--- config.mk ---
export PLATFORM = sky130hd
export DESIGN_NAME = multicycle_control_fsm
export DESIGN_NICKNAME = d
export VERILOG_FILES = /design/src/rtl/multicycle_control_fsm.sv
export SDC_FILE = /design/constraint.sdc
export NUM_CORES = 1
export LEC_CHECK = 0
export ABC_AREA = 1
export CAP_MARGIN = 20
export CORE_MARGIN = 5
export CORE_UTILIZATION = 42
export DETAILED_ROUTE_END_ITERATION = 6
export PLACE_DENSITY_LB_ADDON = 0.12
export SETUP_SLACK_MARGIN = 0.05
export SLEW_MARGIN = 20
export SYNTH_ARGS = -nofsm -noshare
export SYNTH_HDL_FRONTEND = slang
export SYNTH_SLANG_ARGS = --single-unit
--- constraint.sdc ---
create_clock -name clk -period 2.45 [get_ports clk]
set_clock_uncertainty 0.1 [all_clocks]
set_input_delay 0.49 -clock clk [delete_from_list [all_inputs] [get_ports clk]]
set_output_delay 0.49 -clock clk [all_outputs]
set_load 0.01 [all_outputs]
--- src/rtl/multicycle_control_fsm.sv ---
// Main control FSM of the multi-cycle processor: sequences fetch, decode,
// execute, memory and write-back over one shared ALU/regfile/memory.
module multicycle_control_fsm #(
  parameter int unsigned MEM_TIMEOUT = 15,
  parameter int unsigned CNT_W       = 8
) (
  input  logic       clk,
  input  logic       rst,
  input  logic [5:0] opcode,
  input  logic       mem_ready,
  output logic       pc_write,
  output logic       pc_write_cond,
  output logic [1:0] pc_source,
  output logic       i_or_d,
  output logic       mem_read,
  output logic       mem_write,
  output logic       ir_write,
  output logic       reg_dst,
  output logic       mem_to_reg,
  output logic       reg_write,
  output logic       alu_src_a,
  output logic [1:0] alu_src_b,
  output logic [1:0] ALUOp,
  output logic       err,
  output logic [3:0] state_dbg
);

  if (MEM_TIMEOUT < 1 || MEM_TIMEOUT > 255 || MEM_TIMEOUT >= (2 ** CNT_W)) begin : g_bad_param
    $error("MEM_TIMEOUT must be 1..255 and fit in CNT_W bits");
  end

  typedef enum logic [3:0] {
    S_FETCH    = 4'd0,
    S_DECODE   = 4'd1,
    S_MEM_ADDR = 4'd2,
    S_MEM_RD   = 4'd3,
    S_MEM_WB   = 4'd4,
    S_MEM_WR   = 4'd5,
    S_EXEC_R   = 4'd6,
    S_WB_R     = 4'd7,
    S_EXEC_I   = 4'd8,
    S_WB_I     = 4'd9,
    S_BRANCH   = 4'd10,
    S_JUMP     = 4'd11,
    S_ERROR    = 4'd15
  } state_e;

  localparam logic [5:0] OP_R    = 6'b000000;
  localparam logic [5:0] OP_LW   = 6'b100011;
  localparam logic [5:0] OP_SW   = 6'b101011;
  localparam logic [5:0] OP_BEQ  = 6'b000100;
  localparam logic [5:0] OP_J    = 6'b000010;
  localparam logic [5:0] OP_ADDI = 6'b100101;
  localparam logic [5:0] OP_SUBI = 6'b100110;
  localparam logic [5:0] OP_MULI = 6'b101000;

  localparam logic [CNT_W-1:0] CNT_LAST = CNT_W'(MEM_TIMEOUT - 1);
  localparam logic [CNT_W-1:0] CNT_MAX  = {CNT_W{1'b1}};

  state_e           state_q, state_d;
  logic [CNT_W-1:0] cnt_q, cnt_d;
  logic             err_q, err_d;
  logic             is_sw_q, is_sw_d;

  logic in_wait;
  logic mem_timeout;

  // The counter value is the number of wait cycles already spent; the
  // current cycle is the last allowed one when it equals MEM_TIMEOUT-1.
  assign in_wait     = (state_q == S_FETCH) || (state_q == S_MEM_RD) ||
                       (state_q == S_MEM_WR);
  assign mem_timeout = in_wait && !mem_ready && (cnt_q >= CNT_LAST);

  // NOTE: state registers use non-blocking assignments so every flop samples
  // the pre-edge value of every other flop.
  always_ff @(posedge clk or posedge rst) begin
    if (rst) begin
      state_q <= S_FETCH;
      cnt_q   <= '0;
      err_q   <= 1'b0;
      is_sw_q <= 1'b0;
    end else begin
      state_q <= state_d;
      cnt_q   <= cnt_d;
      err_q   <= err_d;
      is_sw_q <= is_sw_d;
    end
  end

  // NOTE: every signal written here gets a default first, so no path through
  // the case statement can leave it unassigned and infer a latch.
  always_comb begin
    state_d = state_q;
    is_sw_d = is_sw_q;
    unique case (state_q)
      S_FETCH: begin
        if (mem_ready)        state_d = S_DECODE;
        else if (mem_timeout) state_d = S_ERROR;
      end
      S_DECODE: begin
        // opcode is only looked at here; LW vs SW is remembered for MEM_ADDR.
        case (opcode)
          OP_LW: begin
            state_d = S_MEM_ADDR;
            is_sw_d = 1'b0;
          end
          OP_SW: begin
            state_d = S_MEM_ADDR;
            is_sw_d = 1'b1;
          end
          OP_R:                     state_d = S_EXEC_R;
          OP_ADDI, OP_SUBI, OP_MULI: state_d = S_EXEC_I;
          OP_BEQ:                   state_d = S_BRANCH;
          OP_J:                     state_d = S_JUMP;
          default:                  state_d = S_ERROR;
        endcase
      end
      S_MEM_ADDR: state_d = is_sw_q ? S_MEM_WR : S_MEM_RD;
      S_MEM_RD: begin
        if (mem_ready)        state_d = S_MEM_WB;
        else if (mem_timeout) state_d = S_ERROR;
      end
      S_MEM_WR: begin
        if (mem_ready)        state_d = S_FETCH;
        else if (mem_timeout) state_d = S_ERROR;
      end
      S_EXEC_R: state_d = S_WB_R;
      S_EXEC_I: state_d = S_WB_I;
      S_MEM_WB, S_WB_R, S_WB_I, S_BRANCH, S_JUMP: state_d = S_FETCH;
      S_ERROR:  state_d = S_ERROR;
      default:  state_d = S_ERROR;
    endcase
  end

  always_comb begin
    cnt_d = cnt_q;
    if (state_d != state_q) begin
      cnt_d = '0;
    end else if (in_wait && (cnt_q != CNT_MAX)) begin
      cnt_d = cnt_q + CNT_W'(1);
    end
  end

  assign err_d = err_q || (state_d == S_ERROR);

  always_comb begin
    pc_write      = 1'b0;
    pc_write_cond = 1'b0;
    pc_source     = 2'b00;
    i_or_d        = 1'b0;
    mem_read      = 1'b0;
    mem_write     = 1'b0;
    ir_write      = 1'b0;
    reg_dst       = 1'b0;
    mem_to_reg    = 1'b0;
    reg_write     = 1'b0;
    alu_src_a     = 1'b0;
    alu_src_b     = 2'b00;
    ALUOp         = 2'b00;
    unique case (state_q)
      S_FETCH: begin
        mem_read  = 1'b1;
        alu_src_b = 2'b01;
        ir_write  = mem_ready;
        pc_write  = mem_ready;
      end
      S_DECODE: alu_src_b = 2'b11;
      S_MEM_ADDR, S_EXEC_I: begin
        alu_src_a = 1'b1;
        alu_src_b = 2'b10;
        ALUOp     = 2'b10;
      end
      S_MEM_RD: begin
        mem_read = 1'b1;
        i_or_d   = 1'b1;
      end
      S_MEM_WB: begin
        reg_write  = 1'b1;
        mem_to_reg = 1'b1;
      end
      S_MEM_WR: begin
        mem_write = 1'b1;
        i_or_d    = 1'b1;
      end
      S_EXEC_R: alu_src_a = 1'b1;
      S_WB_R: begin
        reg_write = 1'b1;
        reg_dst   = 1'b1;
      end
      S_WB_I: reg_write = 1'b1;
      S_BRANCH: begin
        alu_src_a     = 1'b1;
        ALUOp         = 2'b01;
        pc_write_cond = 1'b1;
        pc_source     = 2'b01;
      end
      S_JUMP: begin
        pc_write  = 1'b1;
        pc_source = 2'b10;
      end
      default: ;
    endcase
  end

  assign err       = err_q;
  assign state_dbg = state_q;

endmodule

---- After elaboration in Yosys (flattened, before gate mapping) ----
Cells that the tools add are included.
storage, ports and cells
  register bits after elaboration ......... 14
  bits of input ports ..................... 9
  output and inout bits ................... 21
operators by class
  $add $sub $neg .......................... 1
  $lt $le $gt $ge ......................... 1
  equal/unequal tests ..................... 21
  muxes and demuxes ....................... 23
  reduce and logical (&&, ||, !) cells .... 20
operators by type and width
  operator                                                                              number
  4-bit one-hot mux with 8 select lines                                                 1
  6-bit equality test (second input constant)                                           5
  4-bit equality test (second input constant)                                           5
  4-bit one-hot mux with 5 select lines                                                 1
  4-bit by 3-bit equality test with 1-bit output (second input constant)                4
  4-bit two-way mux                                                                     4
  8-bit two-way mux                                                                     2
  1-bit two-way mux                                                                     9
  8-bit by 1-bit adder with 8-bit output (second input constant)                        1
  4-bit by 2-bit equality test with 1-bit output (second input constant)                2
  8-bit by 4-bit greater-or-equal comparator with 1-bit output (second input constant)  1
  8-bit inequality test (second input constant)                                         1
  2-bit one-hot mux with 2 select lines                                                 2
  2-bit OR reduction                                                                    4
  6-bit by 2-bit equality test with 1-bit output (second input constant)                1
  6-bit by 3-bit equality test with 1-bit output (second input constant)                1
  6-bit logical NOT                                                                     1
  2-bit one-hot mux with 3 select lines                                                 1
  3-bit OR reduction                                                                    2
  5-bit OR reduction                                                                    1
  4-bit by 1-bit equality test with 1-bit output (second input constant)                1
  4-bit logical NOT                                                                     1
  4-bit inequality test                                                                 1
  1-bit one-hot mux with 2 select lines                                                 2
  other kinds (7)                                                                       12

---- Longest topological paths before layout ----
Gate-level depths: netlist of the first run.
  word-level depth ........................ 10
  mapped depth ............................ 14

---- Least setup slack after synthesis of the first run ----
OpenSTA, ideal clock, no wires.
  path kind ............................... register -> register
  from .................................... reg state_q[3] (netlist: state_dbg[3])
  to ...................................... reg cnt_q[6]
  setup time .............................. 120 ps
  arrival ................................. 1571 ps
  required time ........................... 2230 ps
  slack ................................... 659 ps
  cell stages (with the launch flop) ...... 11
  buffers on the path ..................... 1
  cell sequence ........................... dfrtp_1 > buf_2 > nor2_4 > nand2_2 > nand3_4 > nand2_2 > nor2_4 > nand3_1 > nor2_1 > xor2_1 > nor2_2
between the ends
  cells in the longest elaborated chain, start to end .. 10
  elaborated cells between the ends (all ways) .. 26
ends and longest elaborated chain
  element                                                                              RTL line      source
  start, declared                                                                      60            state_e state_q, state_d;
  start signal, assigned                                                               83            state_q <= state_d;
  4-bit by 2-bit equality test with 1-bit output or 4-bit logical NOT (tied branches)  70, 95
  1-bit logical OR (2 in a row)                                                        70            assign in_wait = (state_q == S_FETCH) || (state_q == S_MEM_RD) ||
  1-bit logical AND (2 in a row)                                                       72            assign mem_timeout = in_wait && !mem_ready && (cnt_q >= CNT_LAST);
  4-bit two-way mux                                                                    98, 121, 125
  4-bit two-way mux, on equally long branches                                          124, 120, 97
  4-bit one-hot mux with 8 select lines                                                95            unique case (state_q)
  4-bit inequality test                                                                137           if (state_d != state_q) begin
  8-bit two-way mux or 2-bit nonzero test (tied branches)                              --
  end signal, assigned                                                                 84            cnt_q <= cnt_d;
  end, declared                                                                        61            logic [CNT_W-1:0] cnt_q, cnt_d;
Several ways; a longest one is shown, not always the timed one.
A chain may end at the register's enable or synchronous reset.

---- Final worst setup path of the first run ----
  from .................................... reg state_q[3] (netlist: state_dbg[3])
  to ...................................... out ir_write
between the ends
  cells in the longest elaborated chain, start to end .. 2
ends and longest elaborated chain
  element            RTL line  source
  4-bit logical NOT  160       unique case (state_q)
  1-bit two-way mux  160
  end, declared      17        output logic ir_write,
No other way between the ends.

==> impl.org, run 1 <==
** Global route
- The via count of the first global-routing pass is approximately 1,200.
- Total grt overflow :: 0
- Global-route wire length before repair :: 4920 µm
- In the global route stage, overall resource usage came out at 0.145.
- Entering global routing, the biggest net connects 15 pins.
- Antenna violations before repair :: 0

** CTS
- The clock passes through at most 2 buffers.
- The clock drives 14 sinks.
- CTS built an H-tree with a depth of 1.
- Clock tree root driver cell :: clkbuf_4
- Clock insertion delay at the later pin of the skew report :: roughly 0.28 ns
- After clock tree synthesis, the flow added hold-fix buffers numbering 0.
- TritonCTS built the clock tree.
- After clock tree synthesis, the clock-pin slew on the worst setup and hold paths is approximately 0.080 ns.
- Buffers inserted during clock tree synthesis total 3.

** Route
- Dividing the detail-routed via count by the number of cells gives 4.83.
- DR vias :: about 1,200
- After detailed routing, the total wire length is 2810 µm.
- First-pass DRT Iterations :: 4
- Final routed DRC violation total :: 0
- In the final routed layout, each cell accounts on average for around 11 µm.
- The first routing iteration left 39 violations.
- Post-route antenna net violation count :: 0

** Layout
- Summing all flip-flop and latch instances after layout gives between 300 and 400 µm².
- Area of combinational cells with multiple inputs :: 734 µm²
- Once layout is done, the placed cells without fillers occupy 0.00164 mm².
- Final net count :: 235
- Total inserted antenna cells :: 0
- Number of fill cells in the layout :: around 260
- Area growth from synthesis to layout :: 34.7%
- At the end of the flow the core is filled with cells to 0.595.
- Fraction of final layout cells sized beyond drive strength 1 :: 0.207

** Timing
- Slew headroom :: 0.641
- The worst path in the final design needs a cycle of between 2 and 2.5 ns, including I/O delays and setup.
- Count of final max-slew check failures :: 0
- Maximum operating frequency :: about 0.43 GHz
- Worst slew pin tran :: 0.538 ns
- Final setup fails :: 0
- Of the available clock period, the critical path in the final layout requires 0.943.
- The final count of hold timing violations came to 0.
- Setup repair after global routing left no endpoint under its margin.
- Aggregate negative setup slack :: 0 ns

** Floorplanning
- In this run the vertical extent of the chip is roughly 64 µm.
- Width of the chip :: about 64 µm
- In this run the core area contains 19 standard-cell rows.
- Die area :: just over 0.004 mm²
- Initial core utilization :: 0.441
- Core region area :: 0.00276 mm²
- Pin placement for this block handled 30 I/O pins.

** Synth
- Number of nets produced by synthesis :: around 200
- The mapped netlist covers ~0.0012 mm².
- Average size of a mapped cell :: about 6.6 µm²
- Post-synthesis instance total :: between 150 and 200
- For this run, the number of Yosys warnings is 0.
- Post-synthesis register bit count :: 14
- Sequential fraction of the synthesis area :: 0.288
- After synthesis, the netlist uses 23 different library cells.

** Worst setup path
- Slowest cell on the critical path :: clkdlybuf4s50_1
- Max Fanout on Critical Path :: 6
- The critical path is of the reg -> out type.
- Cells along the critical path :: nor2_4 -> nand3_1 -> inv_1 -> clkdlybuf4s50_1
- Endpoint type of the worst setup path :: primary output
- STA puts the critical path data arrival time at about 1.7 ns.
- CP peak stage delay :: 0.53 ns
- The worst setup path is launched from a flop.
- Worst Path Required :: about 1.9 ns

** Outcome
- Run status :: completed

** Power
- Highest ir drop seen on vdd :: roughly 650 µV
- In this run the power density over the cells is 1080 mW/mm².
- P_leak :: ~0.90 nW

** Placed design
- After legalization and detailed placement, the total HPWL measured ~2200 µm.
- # port buffers :: 29
- The congestion estimate from routability-driven global placement came to roughly 0.9.
- Area after DPL :: 0.00153 mm²

** Hold path
- Type of the worst min-delay path :: reg -> reg

** Job
- Max-cap violations in this run came to 0.
## power breakdown
group	internal, mW	leakage, nW	switching, mW
sequential	0.288	0.175	0.0729
clock	0.0570	0.0138	0.0746
combinational	0.549	0.709	0.733
total	0.895	0.898	0.880
## layout make-up
type	instances	area share
repair buffers	37	0.220
clock buffers	3	0.0137
multi-input cells	134	0.448
flip-flops and latches	14	0.217
well taps	31	0.0236
inverters	34	0.0778
## state kept, by name, summed over array words and instances, names as in the netlist
name,count
state_dbg,4
cnt_q,8
is_sw_q,1
err,1
## per-layer routing
layer | up-vias | share of wire | global-route usage
met5 | - | 0 | 0
met4 | 0 | 0 | 0.0156
met3 | 0 | 0.058 | 0.0403
met2 | 29 | 0.47 | 0.239
met1 | 546 | 0.48 | 0.195
li1 | 646 | - | -
## Yosys cell counts (all sizes together)
cell	instances	area share
nand2	47	0.16
nor2	39	0.17
inv	34	0.10
nand3	21	0.11
dfrtp	14	0.29
o21ai	8	0.033
xor2	6	0.043
a21oi	3	0.018
buf	3	0.016
nand4	3	0.015
ha	2	0.021
nor3	2	0.0082
a21o	1	0.0062
and2	1	0.0051
o22ai	1	0.0051
## repair_timing
item	4_1_cts	5_1_grt
endpoints found under the setup margin	11	10
pin swaps	0	1
resized for setup	9	8
buffers inserted	5	2
## through the flow
step                      instances  worst slack (ns)  power, mW  hold slack, ns
after global routing            253            0.0522       1.93           0.435
after CTS                       251            0.0527       1.76           0.377
after global placement          243             0.102       1.56           0.346
after floorplan                 185             0.659       1.14           0.279
final                           253             0.141       1.78           0.372
after detailed placement        243            0.0926       1.57           0.352
## cells by family after synthesis
| group | count (synthesis) | synth area share |
|---|---|---|
| xor+xnor | 6 | 0.0432 |
| flops | 14 | 0.288 |
| compound gates | 13 | 0.0627 |
| simple gates | 113 | 0.465 |
| buf+inv | 37 | 0.121 |
| fa+ha+maj | 2 | 0.0206 |
## cells in the final DEF, fill, tap and decap left out, types with 6 or more instances in the layout
cell,count
buf_4,8
clkdlybuf4s50_1,20
dfrtp_1,10
dlymetal6s2s_1,6
inv_1,32
nand2_1,38
nand2_2,9
nand3_1,19
nor2_1,23
nor2_2,10
nor2_4,6
o21ai_0,7
xor2_1,6
## final timing paths
| check | startpoint | to | slack, ns | cells after the start |
|---|---|---|---|---|
| setup / recovery | state_dbg[3] | ir_write | 0.14 | 4 |
| hold / removal | err | err | 0.37 | 1 |
| setup reg to reg | state_dbg[1] | cnt_q[4] | 0.45 | 12 |
| hold reg to reg | err | err | 0.37 | 1 |
| max in group asynchronous | rst | state_dbg[1] | 1.42 | 2 |
| min in group asynchronous | rst | err | 0.44 | 2 |
## worst max-delay path: cells and delay by family (launching register included)
kind                   cells  cell delay [ns]
buffers and inverters      2             0.60
DFF                        1             0.47
and+or+nand+nor            2             0.37
No activity file was read; power rests on OpenSTA's default activity.
==> run 2: changes to the inputs <==
--- a/config.mk
+++ b/config.mk
@@ -8,7 +8,7 @@
 export ABC_AREA = 1
 export CAP_MARGIN = 20
 export CORE_MARGIN = 5
-export CORE_UTILIZATION = 42
+export CORE_UTILIZATION = 49
 export DETAILED_ROUTE_END_ITERATION = 6
 export PLACE_DENSITY_LB_ADDON = 0.12
 export SETUP_SLACK_MARGIN = 0.05
==> impl.org, run 2 (same netlist as run 1, synthesis figures left out) <==
** Placed design
- The HPWL after detailed placement is roughly 2300 µm.
- Routability-driven placement finished with a final weighted congestion of between 0.8 and 0.9.
- # port buffers :: 29

** Worst setup path
- Counting cells, the worst reg-to-reg path comes to 12.
- Crit path buf inv count :: 3
- The critical path is of the reg -> out type.
- Slowest cell on the critical path :: clkdlybuf4s50_1
- Max Fanout on Critical Path :: 6
- Worst Path Required :: 1.86 ns
- Counting buffers and inverters, the worst setup path is 5 cells deep.
- Cells along the critical path :: nor2_4 -> buf_4 -> nand3_2 -> inv_1 -> clkdlybuf4s50_1
- CP startpoint kind :: flop
- CP peak stage delay :: about 0.54 ns
- Crit path DAT :: 1.76 ns
- Endpoint type of the worst setup path :: primary output
- Family with the most delay on the worst path :: buffers and inverters

** Layout
- The register with the most flip-flops in the layout has 8 of them.
- Largest register by flop count :: cnt_q
- The area growth from synthesis to layout is 38.7%.
- Number of fill cells in the layout :: around 210
- Fraction of final layout cells sized beyond drive strength 1 :: 0.237
- Final net count :: 240
- The library cell used most frequently in the layout, excluding fill and tap cells, is nand2_1.
- Total inserted antenna cells :: 0
- Across the whole layout, storage elements account for roughly 360 µm².
- In the layout the commonest cells are nand2_1, inv_1, nor2_1, clkdlybuf4s50_1, nand3_1.
- Area of combinational cells with multiple inputs :: about 740 µm²

** CTS
- Deepest level of the CTS H-tree :: 1
- TritonCTS clock tree :: yes
- Clock-pin slew was measured on the worst setup and hold paths at 0.08 ns.
- Clock insertion delay at the later pin of the skew report :: 0.28 ns
- The cell sitting at the root of the clock tree is a clkbuf_4.
- Hold repair after CTS inserted 0 buffers.
- Clock tree buffer depth :: 2
- TritonCTS created 3 clock buffers.
- The clock drives 14 sinks.

** Route
- For this run, the detailed router's first-pass iteration total came to 4.
- Summed over all layers, the routed wires come to between 3000 and 4000 µm.
- In the routed layout, each cell is associated on average with a via count of between 5 and 6.
- Post-DR wirelength/cell :: ~12 µm
- In the routed design, unresolved DRC markers number 0.
- Drt first-iter violations :: between 40 and 50
- Once detail routing completed, the nets flagged for antenna violations numbered 0.
- The routed layout has about 1,300 vias.

** Floorplanning
- Measured along the x axis, the die boundary spans between 50 and 60 µm.
- The floorplan has 18 rows.
- The core region is 0.00243 mm².
- Die area :: between 0.003 and 0.004 mm²
- Number of top-level pins :: 30
- Height of the chip :: 59.8 µm
- Initial core utilization :: 0.501

** Timing
- Hold Vio Cnt, Final :: 0
- Derived from the worst setup path, the maximum achievable clock frequency is 0.426 GHz.
- Count of final max-slew check failures :: 0
- Setup repair after global routing missed its margin :: yes
- Setup total negative slack on the finished layout was measured at 0 ns.
- In this run the tightest slew margin relative to its limit is 0.652.
- Period utilisation layout :: 0.957
- Worst slew pin tran :: 0.521 ns
- Setup violations remaining at the end of the flow were counted as 0.
- Minimum period implied by the final worst setup slack :: about 2.3 ns

** Power
- Summed over all cells, the static leakage comes to roughly 0.88 nW.
- Power density relative to cell area :: approximately 1100 mW/mm²
- VDD sags by at most 808 µV.
- Summing internal, switching and leakage power gives around 1.9 mW.

** Outcome
- Run status :: completed

** Global route
- Largest net degree at the start of global routing :: 15
- Global-route wire length before repair :: slightly below 5000 µm
- The via count of the first global-routing pass was ~1,200.
- In the global route stage, overall resource usage came out at 0.181.
- Summed over all layers, the global routing overflow is 0.
- Antenna violations before repair :: 0

** Job
- Max-cap violations in this run came to 0.

** Hold path
- Depth of the worst hold-timing path :: 1
- Type of the worst min-delay path :: reg -> reg
run 2: cell type report:
type,instances,share of cell area
clock buffer,4,0.0215
multi-input combinational,134,0.439
inverter,34,0.0756
tap,30,0.0222
timing repair buffer,42,0.231
sequential,14,0.210
run 2: timing repair:
action                     CTS  global route
setup endpoints to repair   10             7
buffers inserted             8             4
pin swaps                    0             2
cloned                       0             0
resized for setup           10             7
run 2: final timing paths:
check	start	to	slack, ns
hold / removal	err	err	0.37
max in group asynchronous	rst	state_dbg[1]	1.43
setup / recovery	state_dbg[0]	ir_write	0.10
min in group asynchronous	rst	cnt_q[1]	0.44
setup reg to reg	state_dbg[1]	cnt_q[7]	0.43
hold reg to reg	err	err	0.37
run 2: report_power, final:
part	internal, mW	total, mW	switching [mW]
Clock	0.0905	0.163	0.0720
Sequential	0.288	0.371	0.0827
Combinational	0.605	1.38	0.772
run 2: routing by layer:
metal	wire (µm)	track usage	vias to the layer above
met5	0	0	-
met4	40	0.0380	0
met3	163	0.0475	6
met2	1460	0.309	37
met1	1370	0.229	589
li1	-	-	659
run 2: metrics by stage:
| stage | cell area (µm²) | worst slack [ns] | util | std cells | hold WS, ns |
|---|---|---|---|---|---|
| final | 1690 | 0.105 | 0.694 | 258 | 0.372 |
| after CTS | 1640 | 0.0603 | 0.673 | 254 | 0.378 |
| after detailed placement | 1530 | 0.102 | 0.630 | 242 | 0.356 |
| after global routing | 1690 | 0.00815 | 0.694 | 258 | 0.434 |
| after global placement | 1530 | 0.139 | 0.630 | 242 | 0.346 |
| after floorplan | 1220 | 0.659 | - | 185 | 0.279 |
==> run 3: changes to the inputs <==
--- a/config.mk
+++ b/config.mk
@@ -7,6 +7,7 @@
 export LEC_CHECK = 0
 export ABC_AREA = 1
 export CAP_MARGIN = 20
+export CORE_ASPECT_RATIO = 1.5
 export CORE_MARGIN = 5
 export CORE_UTILIZATION = 49
 export DETAILED_ROUTE_END_ITERATION = 6
==> impl.org, run 3 (same netlist as run 1, synthesis figures left out) <==
** Outcome
- Run status :: completed

** CTS
- Clock-pin transition on the worst setup and hold timing paths :: 0.09 ns
- Clock tree synthesis inserted a total of 3 buffers.
- Counting every sink on the clock net gives 14.
- TritonCTS built the clock tree.
- Clock insertion delay at the later pin of the skew report :: 0.28 ns
- The cell sitting at the root of the clock tree is a clkbuf_4.
- Hold repair after CTS inserted 0 buffers.
- CTS built an H-tree with a depth of 1.
- The longest clock path from root to sink contains 2 buffers.

** Floorplanning
- Core region area :: roughly 0.0024 mm²
- 30 I/O pins were placed.
- Die area :: ~0.0036 mm²
- From left edge to right edge, the die measures between 50 and 60 µm.
- The initial utilization of the core area, before any placement, comes to 0.503.
- In this run the vertical extent of the chip is ~71 µm.
- # rows :: 22

** Timing
- The number of pins with negative max-slew slack in the final report came to 0.
- Worst slew pin tran :: around 0.54 ns
- For the final routed database, the setup TNS stands at 0 ns.
- Timing would allow up to between 0.4 and 0.5 GHz.
- Minimum period implied by the final worst setup slack :: 2.33 ns
- Setup repair after global routing left no endpoint under its margin.
- Final setup fails :: 0
- Measured against its own limit, the worst slew margin works out to 0.642.
- Once routing completed, OpenROAD measured the worst setup slack at 0.117 ns.
- Hold Vio Cnt, Final :: 0
- Period utilisation layout :: 0.952

** Worst setup path
- STA classifies the critical path startpoint as a flop.
- The critical path is of the reg -> out type.
- Worst Reg2Reg Path Length in Cells :: 12
- R2R Path Start :: state_dbg[1]
- Worst R2R End :: cnt_q[0]
- Worst R2R Setup Slack :: roughly 0.48 ns
- Crit path DAT :: 1.74 ns
- The worst setup path is captured at a primary output.
- STA puts the critical path data required time at about 1.9 ns.
- Max Fanout on Critical Path :: 6

** Layout
- Flip-flop count of the largest register, all copies and words added :: 8
- In the final layout, the share of cells above drive strength 1 is 0.225.
- Leaving out fill and tap cells, the most frequent cell in the layout is nand2_1.
- cnt_q holds more flip-flops than any other register.
- The number of antenna diodes in the final layout is 0.
- Fin area :: about 0.0017 mm²
- Area growth from synthesis to layout :: 36.8%
- In the final design database the tool counted roughly 240 nets.
- Commonest cells after routing, fill and taps aside :: nand2_1, inv_1, nor2_1

** Route
- Post-DR wirelength/cell :: around 12 µm
- Final routed DRC violation total :: 0
- Per-cell via count in the routed design :: 5.07
- Drt first-iter violations :: 32
- Post-route antenna net violation count :: 0
- Wires add up to 3070 µm.
- Before antenna repair, the detailed router went through 4 iterations.
- DR vias :: 1,272

** Global route
- For this run the aggregate overflow at the end of global routing stands at 0.
- Antenna violations before repair :: 0
- The via count of the first global-routing pass was ~1,300.
- The first global-routing pass estimated 5220 µm of wire.
- In the global route stage, overall resource usage came out at 0.177.
- Entering global routing, the biggest net connects 15 pins.

** Placed design
- At the end of routability-driven placement, the weighted congestion stood at about 0.87.
- Area after DPL :: between 0.0015 and 0.002 mm²
- In this run the tool buffered the top-level ports with 29 buffer cells.
- Worst setup slack after placement :: ~0.021 ns
- Detailed Place HPWL :: 2400 µm

** Power
- VDD sags by at most 892 µV.
- Power density relative to cell area :: 1130 mW/mm²
- P_leak :: roughly 0.9 nW

** Hold path
- For hold timing, the worst endpoint is err.
- The worst hold path belongs to the class reg -> reg.
- The worst hold path begins at err.
- Along the worst hold path, the cell count comes to 1.

** Job
- Across the run, the number of max-cap violations was 0.
==> run 3: final cells by class <==
cell class / instances / area, µm²
clock buffer: 4 / 36.3
fill: 218 / 757
sequential: 14 / 355
timing repair buffer: 41 / 379
multi-input combinational: 134 / 737
inverter: 34 / 128
tap: 24 / 30.0
==> run 3: critical path, stage by stage (launching register included) <==
cell and delay (ns):
dfrtp_2 0.49, nor2_4 0.23, nand2_2 0.13, nand2_1 0.08, clkdlybuf4s50_1 0.53
==> run 3: timing repair <==
action	CTS	global route
setup buffers	0	10
pin swaps	0	2
setup endpoints to repair	11	5
resized for setup	12	4
==> run 3: metrics by stage <==
step | hold WS [ns] | cells | total power [mW] | util
global placement | 0.343 | 237 | 1.58 | 0.633
detailed placement | 0.345 | 237 | 1.59 | 0.633
global route | 0.393 | 251 | 2.04 | 0.688
finish | 0.371 | 251 | 1.88 | 0.688
floorplan | 0.279 | 185 | 1.14 | -
CTS | 0.377 | 241 | 1.78 | 0.652
==> run 3: worst max path at each step <==
stage,start,end
finish,state_dbg[3],i_or_d
global route,state_dbg[3],ir_write
CTS,state_dbg[1],alu_src_b[1]
detailed placement,mem_ready,pc_write
global placement,mem_ready,pc_write
floorplan,state_dbg[3],cnt_q[6]
==> run 3: where the power goes <==
group          internal (mW)  switching [mW]
logic                  0.589           0.758
clock network         0.0904          0.0757
registers              0.288          0.0807
==> run 3: metal layers <==
| layer | part of all wire | routed length [µm] | global-route usage |
|---|---|---|---|
| met5 | 0 | 0 | 0 |
| met4 | 0.027 | 82 | 0.0909 |
| met3 | 0.039 | 120 | 0.0337 |
| met2 | 0.55 | 1670 | 0.319 |
| met1 | 0.39 | 1190 | 0.186 |
